<file path="config.mk">
export PLATFORM = sky130hd
export DESIGN_NAME = hex_display_scheduler
export DESIGN_NICKNAME = d
export VERILOG_FILES = /design/src/rtl/hex_display_pkg.sv /design/src/rtl/hex_seg_decoder.sv /design/src/rtl/hex_display_scheduler.sv
export SDC_FILE = /design/constraint.sdc
export NUM_CORES = 1
export LEC_CHECK = 0
export BUFFER_PORTS_ARGS = -buffer_cell sky130_fd_sc_hd__buf_2
export CORE_MARGIN = 5
export CORE_UTILIZATION = 25
export CTS_BUF_LIST = sky130_fd_sc_hd__clkbuf_4 sky130_fd_sc_hd__clkbuf_8
export DETAILED_ROUTE_END_ITERATION = 16
export HOLD_SLACK_MARGIN = 0.06
export PLACE_DENSITY = 0.51
export SLEW_MARGIN = 20
export SYNTH_ARGS = -nofsm -noshare
export SYNTH_HDL_FRONTEND = slang
export SYNTH_HIERARCHICAL = 1
export SYNTH_SLANG_ARGS = --single-unit
</file>
<file path="constraint.sdc">
create_clock -name CLOCK_50 -period 3.6 [get_ports CLOCK_50]
set_input_delay 0.36 -clock CLOCK_50 [delete_from_list [all_inputs] [get_ports CLOCK_50]]
set_output_delay 0.36 -clock CLOCK_50 [all_outputs]
set_load 0.02 [all_outputs]
</file>
<file path="src/rtl/hex_display_pkg.sv">
// Shared types and segment constants for the multiplexed hex display scheduler.
// Segment bytes are active-low with bit 7 as the (always off) decimal point.
package hex_display_pkg;

   typedef enum logic [1:0] {
      StIdle,
      StScan,
      StDone
   } state_e;

   localparam logic [7:0] SEG_BLANK = 8'hFF;

   localparam logic [7:0] SEG_0 = 8'hC0;
   localparam logic [7:0] SEG_1 = 8'hF9;
   localparam logic [7:0] SEG_2 = 8'hA4;
   localparam logic [7:0] SEG_3 = 8'hB0;
   localparam logic [7:0] SEG_4 = 8'h99;
   localparam logic [7:0] SEG_5 = 8'h92;
   localparam logic [7:0] SEG_6 = 8'h82;
   localparam logic [7:0] SEG_7 = 8'hF8;
   localparam logic [7:0] SEG_8 = 8'h80;
   localparam logic [7:0] SEG_9 = 8'h90;
   localparam logic [7:0] SEG_A = 8'h88;
   localparam logic [7:0] SEG_B = 8'h83;
   localparam logic [7:0] SEG_C = 8'hC6;
   localparam logic [7:0] SEG_D = 8'hA1;
   localparam logic [7:0] SEG_E = 8'h86;
   localparam logic [7:0] SEG_F = 8'h8E;

endpackage

</file>
<file path="src/rtl/hex_seg_decoder.sv">
// Combinational hex nibble to active-low seven-segment byte decoder (dp off).
module hex_seg_decoder
   import hex_display_pkg::*;
(
   input  logic [3:0] i_nibble,
   output logic [7:0] o_seg
);

   always_comb begin
      o_seg = SEG_BLANK;
      unique case (i_nibble)
         4'h0: o_seg = SEG_0;
         4'h1: o_seg = SEG_1;
         4'h2: o_seg = SEG_2;
         4'h3: o_seg = SEG_3;
         4'h4: o_seg = SEG_4;
         4'h5: o_seg = SEG_5;
         4'h6: o_seg = SEG_6;
         4'h7: o_seg = SEG_7;
         4'h8: o_seg = SEG_8;
         4'h9: o_seg = SEG_9;
         4'hA: o_seg = SEG_A;
         4'hB: o_seg = SEG_B;
         4'hC: o_seg = SEG_C;
         4'hD: o_seg = SEG_D;
         4'hE: o_seg = SEG_E;
         4'hF: o_seg = SEG_F;
      endcase
   end

endmodule

</file>
<file path="src/rtl/hex_display_scheduler.sv">
// Scans a captured nibble vector MSB-first through one shared segment decoder into
// per-display registers. Optional HEX_BLANK_LEADING_ZEROS_EN blanks leading zero digits.
module hex_display_scheduler
   import hex_display_pkg::*;
#(
   parameter int unsigned NUM_DIGITS = 6
) (
   input  logic                    CLOCK_50,
   input  logic                    RESET_N,
   input  logic                    load_valid,
   output logic                    load_ready,
   input  logic [4*NUM_DIGITS-1:0] load_value,
   output logic [8*NUM_DIGITS-1:0] HEX_OUT,
   output logic                    busy,
   output logic                    done
);

   localparam int unsigned IDX_W = (NUM_DIGITS > 1) ? $clog2(NUM_DIGITS) : 1;
   localparam logic [IDX_W-1:0] LAST_IDX = IDX_W'(NUM_DIGITS - 1);

   state_e                  r_state;
   logic [4*NUM_DIGITS-1:0] r_shadow;
   logic [IDX_W-1:0]        r_index;
   logic [8*NUM_DIGITS-1:0] r_hex;
   logic                    r_ready;
   logic                    r_busy;
   logic                    r_done;

   logic                    w_accept;
   logic [3:0]              w_nibble;
   logic [7:0]              w_seg;
   logic [7:0]              w_byte;

   assign w_accept = (r_state == StIdle) && load_valid && r_ready;
   assign w_nibble = r_shadow[r_index*4 +: 4];

   hex_seg_decoder u_dec (
      .i_nibble (w_nibble),
      .o_seg    (w_seg)
   );

`ifdef HEX_BLANK_LEADING_ZEROS_EN
   logic r_zero_run;

   // Byte 0 always shows a digit so an all-zero value still reads "0".
   assign w_byte = (r_zero_run && (w_nibble == 4'h0) && (r_index != '0)) ? SEG_BLANK : w_seg;

   always_ff @(posedge CLOCK_50 or negedge RESET_N) begin
      if (!RESET_N) begin
         r_zero_run <= 1'b0;
      end else if (w_accept) begin
         r_zero_run <= 1'b1;
      end else if ((r_state == StScan) && (w_nibble != 4'h0)) begin
         r_zero_run <= 1'b0;
      end
   end
`else
   assign w_byte = w_seg;
`endif

   always_ff @(posedge CLOCK_50 or negedge RESET_N) begin
      if (!RESET_N) begin
         r_state  <= StIdle;
         r_shadow <= '0;
         r_index  <= LAST_IDX;
         r_hex    <= {NUM_DIGITS{SEG_BLANK}};
         r_ready  <= 1'b1;
         r_busy   <= 1'b0;
         r_done   <= 1'b0;
      end else begin
         r_done <= 1'b0;
         case (r_state)
            StIdle: begin
               if (w_accept) begin
                  r_shadow <= load_value;
                  r_index  <= LAST_IDX;
                  r_state  <= StScan;
                  r_ready  <= 1'b0;
                  r_busy   <= 1'b1;
               end
            end
            StScan: begin
               // Untouched bytes hold their old value, so the display never flashes blank.
               r_hex[r_index*8 +: 8] <= w_byte;
               if (r_index == '0) begin
                  r_state <= StDone;
                  r_done  <= 1'b1;
               end else begin
                  r_index <= r_index - 1'b1;
               end
            end
            StDone: begin
               r_state <= StIdle;
               r_ready <= 1'b1;
               r_busy  <= 1'b0;
            end
            default: begin
               r_state <= StIdle;
               r_ready <= 1'b1;
               r_busy  <= 1'b0;
            end
         endcase
      end
   end

   assign load_ready = r_ready;
   assign busy       = r_busy;
   assign done       = r_done;
   assign HEX_OUT    = r_hex;

endmodule

</file>
==> reports/metrics.yaml, run 1 <==
run_status:
  run_status: "complete, no violations"
timing:
  share_of_the_clock_period_used_by_the_worst_path_pct: 88.88
  grt_setup_unrepaired: "no"
  final_count_of_pins_violating_max_slew: 0
  final-hold-violation-count: 0
  worst_tran_pin_value_ns: 0.7302
  timing.max_slew.rel_slack_pct: 51.00
  final.setup_skew_ns: 0.01124
  setup-tns-final_ns: 0
  max_freq_mhz: 312.5
  setup_violations: 0
  final_period_minus_worst_setup_slack_ns: 3.200
floorplan:
  die_height_um: 134.9
  rows: 45
  floorplan.initialDensity_pct: 25.57
  core_area_sq_um: 15260
  floorplan.io_pins: 78
  die-width_um: 134.9
  die_area_sq_um: 18200
worst_hold_path:
  hold_path_class: "input port to async pin"
synth:
  synth_largest_type_area_fraction_pct: 34.35
  synth_area_leader_cell: "dfstp_2"
  share_of_flip_flops_with_an_asynchronous_set_or_reset_pct: 100.0
  post_synth_num_cell_types: 38
  post_synth.cell_area_avg_sq_um: 13.59
  mappedNetlistArea_sq_um: 3901
  synth.net_count: 325
  synth_edf_count: 0
  postSynthCellCount: 287
  ys.flop_type: "dfstp_2"
  synth-warning-count: 6
  proportion_of_synthesized_chip_area_in_sequential_cells_pct: 52.95
  number_of_synthesized_register_bits: 80
  post_synth_main_area_contributors: "dfstp_2 34%, mux2_2 20%, dfrtp_1 19%"
pwr:
  switching_share_pct: 38.62
  p_clk_share_pct: 17.0
  cellLeakagePower_nw: 2.231
  power.switching_w: 0.001767
  sequential_share_of_power_pct: 35.0
  post-layout-total-power_w: 0.004575
  power_density_nw_per_um2: 964.4
  pwr-share-comb_pct: 48.0
  irDropWorstVdd_mv: 0.3068
  cellInternalPower_w: 0.002808
job:
  cap_viol_max_count: 0
critical_path:
  start_to_end_type_of_the_worst_setup_path: "flip-flop to flip-flop"
  worstReg2RegStart: "r_index[0]$_DFFE_PN1P_"
  ff2ff_path_depth: 10
  critical_path_source_type: "flip-flop"
  critical_path.endpoint_type: "flip-flop"
  critical_path_peak_fanout: 19
  critPathRequiredTime_ns: 3.91
  worst-r2r-setup-slack_ns: 0.40
  reg2reg_to: "HEX_OUT[40]$_DFFE_PN1P_"
  cp_data_arrival_time_ns: 3.51
clock_tree:
  cts-root-to-sink-buffers: 2
  cts_tree: "done"
  hold_buffers: 0
  cts.root.buffer_cell: "clkbuf_8"
  clock_insertion_delay_worst_skew_ns: 0.36
  clock-sinks: 80
  cts-buffers-inserted: 9
  cts_htree_levels: 3
  clk_transition_reported_paths_ns: 0.08
  cts_setup_buffers: 0
  post_cts.resized_instances: 0
grt:
  gr-usage-met2_pct: 15.26
  grt_antenna_before_repair: 0
  global_route.usage.total_pct: 10.41
  grtUsageMet1_pct: 14.13
  top_usage_layer: "met2"
  vias_in_the_first_global_route: 2613
  largest_net_degree_at_the_start_of_global_routing: 81
  global_route.overflow_total: 0
  global_route.usage.met3_pct: 3.987
  grt_pass1_wl_um: 14590
routing:
  total_via_count_in_the_routed_design: 2441
  dr_drc_count: 0
  drt_wl_total_um: 8931
  avgRoutedWirePerCell_um: 15.40
  drt_first_iter_violations: 77
  detail_route.vias_per_cell: 4.209
  route.antenna.remaining_nets: 0
  drt_pass1_iterations: 4
final_layout:
  final_layout_size_suffix_gt1_share_pct: 60.98
  final_cell_area_sq_um: 4745
  multiInputGateArea_sq_um: 1715
  antennaDiodeCount: 0
  fillCellCount: 1549
  design.final.nets: 404
  area_delta_synth_final_pct: 21.62
  seq_area_sq_um: 2066
placement:
  place.gp.congestion: 0.7293
  place.port_buffers: 77
  place.detailed.hpwl_um: 6646
  dpl_cell_area_sq_um: 4512
## final cells by class
type / instances / area share, %
clock buffers: 9 / 2.611
clock inverters: 5 / 2.215
inverters: 11 / 0.8703
multi-input cells: 183 / 36.16
flip-flops and latches: 80 / 43.54
well taps: 211 / 5.564
repair buffers: 81 / 9.045
## worst max-delay path: stages, from the launching register on
cell and delay [ns]:
dfstp_2 0.86, mux2i_1 0.27, o22a_1 0.16, o21ai_0 0.22, inv_1 0.22, ha_1 0.22
and2b_2 0.23, or3b_1 0.36, o21ai_0 0.22, and2_1 0.24, mux2_2 0.15
## Yosys cell counts, drive strengths merged, types with 5 or more instances
| library cell | instances |
|---|---|
| and2 | 15 |
| and3 | 8 |
| buf | 11 |
| dfrtp | 29 |
| dfstp | 51 |
| ha | 11 |
| inv | 11 |
| mux2 | 70 |
| mux2i | 18 |
| nand2 | 5 |
| nor2 | 9 |
| nor2b | 5 |
| o21ai | 7 |
| o22a | 5 |
## placed cells by master, fill, tap and decap left out, types with 8 or more instances in the layout
cell and n:
and2_1 15, dfstp_2 51, ha_1 11, mux2i_1 18
buf_2 76, mux2_2 70, dfrtp_1 29, nor2_1 9
clkbuf_8 9, and3_1 8, inv_1 11
## per-stage QoR
step           util (%)  setup WS, ns  cells  hold slack [ns]
2_1_floorplan         -        0.5279    287          0.06441
3_3_place_gp      29.47        0.5953    565           0.4687
3_5_place_dp      29.57        0.4105    566           0.4759
4_1_cts           31.07        0.3828    580           0.2000
5_1_grt           31.09       0.09357    580          0.08854
6_report          31.09        0.4002    580          0.04943
## routing by layer
layer / routed length, um / up-vias / share of wire [%]
met5: 0 / - / 0
met4: 104 / 0 / 1.2
met3: 557 / 7 / 6.2
met2: 3925 / 68 / 44
met1: 4344 / 1194 / 49
li1: - / 1172 / -
## power groups by stage
stage | combinational (W) | sequential [W] | clock [W]
after floorplan | 0.00147 | 0.00174 | 0
after global placement | 0.00219 | 0.00163 | 0
after detailed placement | 0.00224 | 0.00163 | 0
after CTS | 0.00224 | 0.00161 | 0.000813
after global routing | 0.00244 | 0.00166 | 0.000851
final | 0.00219 | 0.00160 | 0.000779
## cell families (layout without fill, tap and decap cells)
logic type | after synthesis | count (layout) | synth area share, %
DFF | 80 | 80 | 52.95
and+or+nand+nor | 59 | 59 | 10.71
AOI/OAI and AO/OA | 23 | 23 | 4.137
muxes | 89 | 89 | 25.50
adders and majority gates | 11 | 11 | 3.528
other | 1 | 1 | 0.09612
buffers and inverters | 24 | 106 | 3.079
## flip-flops by register name, summed over array words and instances (netlist names)
| register | flops |
|---|---|
| load_ready | 1 |
| r_shadow | 24 |
| r_index | 3 |
| done | 1 |
| busy | 1 |
| HEX_OUT | 48 |
| r_state | 2 |
## worst max path at each step
stage | start | to | cells after the start
after CTS | r_index[0]$_DFFE_PN1P_ | HEX_OUT[40]$_DFFE_PN1P_ | 10
after detailed placement | r_index[0]$_DFFE_PN1P_ | HEX_OUT[40]$_DFFE_PN1P_ | 10
after global placement | r_index[0]$_DFFE_PN1P_ | HEX_OUT[24]$_DFFE_PN1P_ | 10
final | r_index[0]$_DFFE_PN1P_ | HEX_OUT[40]$_DFFE_PN1P_ | 10
after global routing | r_index[0]$_DFFE_PN1P_ | HEX_OUT[40]$_DFFE_PN1P_ | 10
after floorplan | r_index[0]$_DFFE_PN1P_ | HEX_OUT[11]$_DFFE_PN1P_ | 10
(Power assumes the default switching activity.)
==> inputs of run 2 (changes only) <==
==> constraint.sdc (replaced) <==
create_clock -name CLOCK_50 -period 3.6 [get_ports CLOCK_50]
set_input_delay 0.54 -clock CLOCK_50 [delete_from_list [all_inputs] [get_ports CLOCK_50]]
set_output_delay 0.54 -clock CLOCK_50 [all_outputs]
set_load 0.02 [all_outputs]
==> run 2 against run 1 <==
Register-to-register slack improved by 0.02 ns. Total power decreased by 0.51%. Final area about the same. Largest power group unchanged. Core utilization about the same. Routed wire length increased by 0.17%. Sequential share of layout area about the same. Combinational power about the same.
==> reports/metrics.yaml, run 2 (synthesized netlist as in run 1, its figures left out) <==
critical_path:
  start_to_end_type_of_the_worst_setup_path: "flip-flop to flip-flop"  # unchanged
  worst-r2r-setup-slack_ns: 0.42  # was 0.40 ns
  worstReg2RegStart: "r_index[0]$_DFFE_PN1P_"  # unchanged
  cp_data_arrival_time_ns: 3.49  # was 3.51 ns
  critPathRequiredTime_ns: 3.91  # about the same
  critical_path_source_type: "flip-flop"  # unchanged
  reg2reg_to: "HEX_OUT[40]$_DFFE_PN1P_"  # unchanged
  ff2ff_path_depth: 10  # unchanged
  critical_path.endpoint_type: "flip-flop"  # unchanged
  critical_path_peak_fanout: 19  # unchanged
clock_tree:
  clock-sinks: 80  # unchanged
  cts.root.buffer_cell: "clkbuf_8"  # unchanged
  cts_tree: "done"  # unchanged
  clock_insertion_delay_worst_skew_ns: 0.37  # was 0.36 ns
  cts-root-to-sink-buffers: 2  # unchanged
  cts_setup_buffers: 0  # unchanged
  hold_buffers: 0  # unchanged
  post_cts.resized_instances: 0  # unchanged
  cts_htree_levels: 3  # unchanged
  clk_transition_reported_paths_ns: 0.08  # about the same
  cts-buffers-inserted: 9  # unchanged
routing:
  total_via_count_in_the_routed_design: 2501  # was 2,441
  drt_wl_total_um: 8946  # was 8931 um
  detail_route.vias_per_cell: 4.290  # was 4.209
  drt_first_iter_violations: 96  # was 77
  drt_pass1_iterations: 4  # unchanged
  dr_drc_count: 0  # unchanged
  route.antenna.remaining_nets: 0  # unchanged
  avgRoutedWirePerCell_um: 15.34  # was 15.40 um
timing:
  timing.max_slew.rel_slack_pct: 52.18  # was 51.00%
  setup-tns-final_ns: 0  # unchanged
  share_of_the_clock_period_used_by_the_worst_path_pct: 88.37  # was 88.88%
  final-hold-violation-count: 0  # unchanged
  final_count_of_pins_violating_max_slew: 0  # unchanged
  grt_setup_unrepaired: "no"  # unchanged
  setup_violations: 0  # unchanged
  max_freq_mhz: 314.3  # was 312.5 MHz
  worst_tran_pin_value_ns: 0.7173  # was 0.7302 ns
  timing.final.ws_setup_ns: 0.4187  # was 0.4002 ns
  final_period_minus_worst_setup_slack_ns: 3.181  # was 3.200 ns
  final.setup_skew_ns: 0.01675  # was 0.01124 ns
final_layout:
  postLayoutCoreUtil_pct: 31.10  # was 31.09%
  mostFrequentLayoutCell: "buf_2"  # unchanged
  mostFrequentLayoutCells: "76 x buf_2, 70 x mux2_2, 51 x dfstp_2, 29 x dfrtp_1, 18 x mux2i_1"  # unchanged
  antennaDiodeCount: 0  # unchanged
  area_delta_synth_final_pct: 21.65  # was 21.62%
  final_cell_area_sq_um: 4746  # was 4745 sq um
  final_layout_size_suffix_gt1_share_pct: 61.29  # was 60.98%
  largest_reg_flops: 48  # unchanged
  design.final.nets: 405  # was 404
  stdcell_count: 583  # was 580
grt:
  global_route.overflow_total: 0  # unchanged
  global_route.usage.total_pct: 10.39  # was 10.41%
  largest_net_degree_at_the_start_of_global_routing: 81  # unchanged
  grt_antenna_before_repair: 0  # unchanged
  vias_in_the_first_global_route: 2605  # was 2,613
  grt_pass1_wl_um: 14540  # was 14,590 um
placement:
  dpl_cell_area_sq_um: 4504  # was 4512 sq um
  dpl.cell_count: 566  # unchanged
  place.detailed.hpwl_um: 6583  # was 6646 um
  place.gp.congestion: 0.7251  # was 0.7293
  dp_worst_setup_slack_ns: 0.4246  # was 0.4105 ns
  place.port_buffers: 77  # unchanged
floorplan:
  floorplan.io_pins: 78  # unchanged
  die_height_um: 134.9  # unchanged
  die_area_sq_um: 18200  # unchanged
  core_area_sq_um: 15260  # unchanged
  die-width_um: 134.9  # unchanged
  rows: 45  # unchanged
  floorplan.initialDensity_pct: 25.57  # unchanged
run_status:
  run_status: "complete, no violations"  # unchanged
worst_hold_path:
  hold_path_class: "input port to async pin"  # unchanged
pwr:
  power_density_nw_per_um2: 959.2  # was 964.4 nW/um^2
  irDropWorstVdd_mv: 0.5324  # was 0.3068 mV
  cellLeakagePower_nw: 2.236  # was 2.231 nW
job:
  cap_viol_max_count: 0  # unchanged
## run 2: cell types whose count changed in the layout (fill, tap and decap cells not counted)
cell       previous run  this run
clkbuf_4              0         1
bufinv_16             3         2
buf_4                 3         4
inv_8                 0         1
clkinv_4              0         1
clkinv_2              0         1
inv_6                 1         0
## run 2: worst max path at each step
| stage | from | to | slack, ns | cells past startpoint |
|---|---|---|---|---|
| 5_1_grt | r_index[0]$_DFFE_PN1P_ | HEX_OUT[24]$_DFFE_PN1P_ | 0.16 | 10 |
| 3_5_place_dp | r_index[0]$_DFFE_PN1P_ | HEX_OUT[24]$_DFFE_PN1P_ | 0.42 | 10 |
| 6_report | r_index[0]$_DFFE_PN1P_ | HEX_OUT[40]$_DFFE_PN1P_ | 0.42 | 10 |
| 2_1_floorplan | r_index[0]$_DFFE_PN1P_ | HEX_OUT[11]$_DFFE_PN1P_ | 0.53 | 10 |
| 3_3_place_gp | r_index[0]$_DFFE_PN1P_ | HEX_OUT[11]$_DFFE_PN1P_ | 0.58 | 8 |
| 4_1_cts | r_index[0]$_DFFE_PN1P_ | HEX_OUT[24]$_DFFE_PN1P_ | 0.40 | 10 |
## run 2: metal layers
| layer | vias up | GRT usage [%] | wire length [um] |
|---|---|---|---|
| li1 | 1174 | - | - |
| met5 | - | 0 | 0 |
| met4 | 0 | 3.394 | 121 |
| met1 | 1251 | 13.84 | 4213 |
| met2 | 67 | 15.31 | 3985 |
| met3 | 9 | 4.247 | 626 |
## run 2: area by class of cell
cell class / instances / area [sq um]
clock buffers: 10 / 131.4
clock inverters: 6 / 91.34
fillers: 1559 / 10510
inverters: 11 / 41.29
multi-input cells: 183 / 1715
flip-flops and latches: 80 / 2066
well taps: 211 / 264.0
repair buffers: 82 / 436.7
## run 2: worst max-delay path, cell delays in order, from the launching register on
cell     delay (ns)
dfstp_2        0.85
mux2i_1        0.28
o22a_1         0.17
o21ai_0        0.22
inv_1          0.22
ha_1           0.20
and2b_2        0.22
or3b_1         0.36
o21ai_0        0.22
and2_1         0.23
mux2_2         0.15
## run 2: stage by stage
stage | hold WS, ns | total power, W
2_1_floorplan | 0.2444 | 0.003208
3_3_place_gp | 0.4687 | 0.003822
3_5_place_dp | 0.4718 | 0.003861
4_1_cts | 0.3813 | 0.004623
5_1_grt | 0.2728 | 0.004911
6_report | 0.2303 | 0.004552
## run 2: power breakdown
group	switching [W]	internal (W)	total [W]
logic	0.00121	0.000999	0.00220
registers	0.000248	0.00136	0.00160
clock network	0.000341	0.000403	0.000744
total	0.00179	0.00276	0.00455
==> inputs of run 3 (changes only) <==
Clock period 3.6 ns to 4.1 ns, I/O delays scaled along.
==> run 3 against run 2 <==
Sequential share of layout area fell by 0.14 points. Sequential power fell by 11%. Non-clock buffer count fell by 3. Final area rose by 0.32%. Total power fell by 10%. Clock-buffer cell count did not move. Critical endpoint is now HEX_OUT[11]$_DFFE_PN1P_. Largest power group unchanged.
==> reports/metrics.yaml, run 3 (synthesized netlist as in run 1, its figures left out) <==
clock_tree:
  cts_htree_levels: 3  # unchanged
  cts-root-to-sink-buffers: 2  # unchanged
  cts_tree: "done"  # unchanged
  cts.root.buffer_cell: "clkbuf_8"  # unchanged
  post_cts.resized_instances: 0  # unchanged
  clock-sinks: 80  # unchanged
  clk_transition_reported_paths_ns: 0.08  # about the same
  hold_buffers: 0  # unchanged
  cts-buffers-inserted: 9  # unchanged
  clock_insertion_delay_worst_skew_ns: 0.37  # about the same
  cts_setup_buffers: 0  # unchanged
critical_path:
  cp_data_arrival_time_ns: 3.59  # was 3.49 ns
  critPathSlowestCell: "dfstp_2"  # unchanged
  path_cells: "mux2i_1 > o21ai_0 > inv_1 > ha_1 > inv_1 > mux4_1 > and3_1 > mux2_2"  # was mux2i_1 > o22a_1 > o21ai_0 > inv_1 > ha_1 > and2b_2 > or3b_1 > o21ai_0 > and2_1 > mux2_2
  critical-path-top-cell-by-count: "inv_1"  # was o21ai_0
  start_to_end_type_of_the_worst_setup_path: "flip-flop to flip-flop"  # unchanged
  critical_path_source_type: "flip-flop"  # unchanged
  critPathRequiredTime_ns: 4.40  # was 3.91 ns
  max_stage_delay_ns: 0.86  # was 0.85 ns
  critical_path_peak_fanout: 19  # unchanged
  critical_path.endpoint_type: "flip-flop"  # unchanged
routing:
  drt_first_iter_violations: 64  # was 96
  route.antenna.remaining_nets: 0  # unchanged
  detail_route.vias_per_cell: 4.295  # was 4.290
  avgRoutedWirePerCell_um: 15.27  # was 15.34 um
  drt_wl_total_um: 8843  # was 8946 um
  drt_pass1_iterations: 4  # unchanged
  dr_drc_count: 0  # unchanged
  total_via_count_in_the_routed_design: 2487  # was 2,501
timing:
  final.setup_skew_ns: 0.01270  # was 0.01675 ns
  final_period_minus_worst_setup_slack_ns: 3.285  # was 3.181 ns
  final_count_of_pins_violating_max_slew: 0  # unchanged
  share_of_the_clock_period_used_by_the_worst_path_pct: 80.11  # was 88.37%
  worst_hold_slack_ns: 0.3049  # was 0.2303 ns
  final-hold-violation-count: 0  # unchanged
  setup_violations: 0  # unchanged
  timing.max_slew.rel_slack_pct: 38.72  # was 52.18%
  setup-tns-final_ns: 0  # unchanged
  grt_setup_unrepaired: "no"  # unchanged
  worst_tran_pin_value_ns: 0.9174  # was 0.7173 ns
  max_freq_mhz: 304.4  # was 314.3 MHz
final_layout:
  area_delta_synth_final_pct: 22.03  # was 21.65%
  mostFrequentLayoutCells: "76 x buf_2, 70 x mux2_2, 51 x dfstp_2, 29 x dfrtp_1, 18 x mux2i_1"  # unchanged
  design.final.nets: 402  # was 405
  largest_reg_flops: 48  # unchanged
  final_layout_size_suffix_gt1_share_pct: 60.87  # was 61.29%
  postLayoutCoreUtil_pct: 31.20  # was 31.10%
  mostFrequentLayoutCell: "buf_2"  # unchanged
  antennaDiodeCount: 0  # unchanged
  final_cell_area_sq_um: 4761  # was 4746 sq um
floorplan:
  rows: 45  # unchanged
  floorplan.initialDensity_pct: 25.57  # unchanged
  core_area_sq_um: 15260  # unchanged
  die_area_sq_um: 18200  # unchanged
  die-width_um: 134.9  # unchanged
  die_height_um: 134.9  # unchanged
  floorplan.io_pins: 78  # unchanged
pwr:
  sequential_share_of_power_pct: 34.7  # was 35.2%
  cellInternalPower_w: 0.002519  # was 0.002758 W
  power.switching_w: 0.001563  # was 0.001794 W
  switching_share_pct: 38.30  # was 39.41%
  p_clk_share_pct: 18.6  # was 16.3%
  cellLeakagePower_nw: 2.235  # was 2.236 nW
  power_density_nw_per_um2: 857.4  # was 959.2 nW/um^2
  post-layout-total-power_w: 0.004082  # was 0.004552 W
  irDropWorstVdd_mv: 0.2929  # was 0.5324 mV
  pwr-share-comb_pct: 46.8  # was 48.4%
grt:
  grt_antenna_before_repair: 0  # unchanged
  largest_net_degree_at_the_start_of_global_routing: 81  # unchanged
  global_route.overflow_total: 0  # unchanged
  grt_pass1_wl_um: 14310  # was 14,540 um
  vias_in_the_first_global_route: 2615  # was 2,605
  global_route.usage.total_pct: 10.16  # was 10.39%
worst_hold_path:
  hold_path_class: "input port to async pin"  # unchanged
run_status:
  run_status: "complete, no violations"  # unchanged
placement:
  place.detailed.hpwl_um: 6528  # was 6583 um
  dpl_cell_area_sq_um: 4482  # was 4504 sq um
  place.port_buffers: 77  # unchanged
  place.gp.congestion: 0.7583  # was 0.7251
job:
  cap_viol_max_count: 0  # unchanged
[run 3: cell count changes in the layout (fill, tap and decap cells not counted)]
| cell | before | now |
|---|---|---|
| clkinv_2 | 1 | 0 |
| buf_4 | 4 | 1 |
| clkinv_4 | 1 | 0 |
| inv_8 | 1 | 0 |
| bufinv_16 | 2 | 4 |
| inv_4 | 1 | 0 |
| inv_6 | 0 | 1 |
[run 3: power by group through the flow]
stage,Combinational [W],Sequential [W],Clock [W]
2_1_floorplan,0.00129,0.00153,0
3_3_place_gp,0.00190,0.00143,0
3_5_place_dp,0.00193,0.00143,0
4_1_cts,0.00194,0.00142,0.000789
5_1_grt,0.00211,0.00146,0.000818
6_report,0.00191,0.00142,0.000758
[run 3: final timing paths]
check	start	cells after the start	end	slack (ns)
worst min register to register	busy$_DFFE_PN0P_	1	busy$_DFFE_PN0P_	0.48
max in group asynchronous	RESET_N	1	r_shadow[8]$_DFFE_PN0P_	3.33
worst max register to register	r_index[0]$_DFFE_PN1P_	8	HEX_OUT[11]$_DFFE_PN1P_	0.82
worst max-delay path	r_index[0]$_DFFE_PN1P_	8	HEX_OUT[11]$_DFFE_PN1P_	0.82
worst min-delay path	RESET_N	1	r_state[1]$_DFFE_PN0P_	0.30
min in group CLOCK_50	load_value[11]	2	r_shadow[11]$_DFFE_PN0P_	0.48
[run 3: layout make-up]
class                      count  area [sq um]
clock buffer                  10         131.4
timing repair buffer          79         414.1
fill                        1568         10500
tap                          211         264.0
clock inverter                 5         128.9
sequential                    80          2066
multi-input combinational    183          1715
inverter                      11         41.29
[run 3: routing by layer]
metal | wire length, um | GRT usage [%]
met3 | 504 | 3.577
met1 | 4288 | 13.63
met5 | 0 | 0
met4 | 123 | 3.394
met2 | 3927 | 15.26
[run 3: worst max-delay path, delay by kind of cell, from the launching register on]
| family | cells | cell delay, ns |
|---|---|---|
| simple gates | 1 | 0.20 |
| mux | 3 | 0.93 |
| fa+ha+maj | 1 | 0.34 |
| buf+inv | 2 | 0.29 |
| flops | 1 | 0.86 |
| compound gates | 1 | 0.59 |
[run 3: stage by stage]
step / worst slack [ns] / std cells
finish: 0.8153 / 579
global route: 0.6553 / 579
CTS: 0.8199 / 578
detailed placement: 0.8506 / 563
global placement: 0.9560 / 563
floorplan: 1.028 / 287
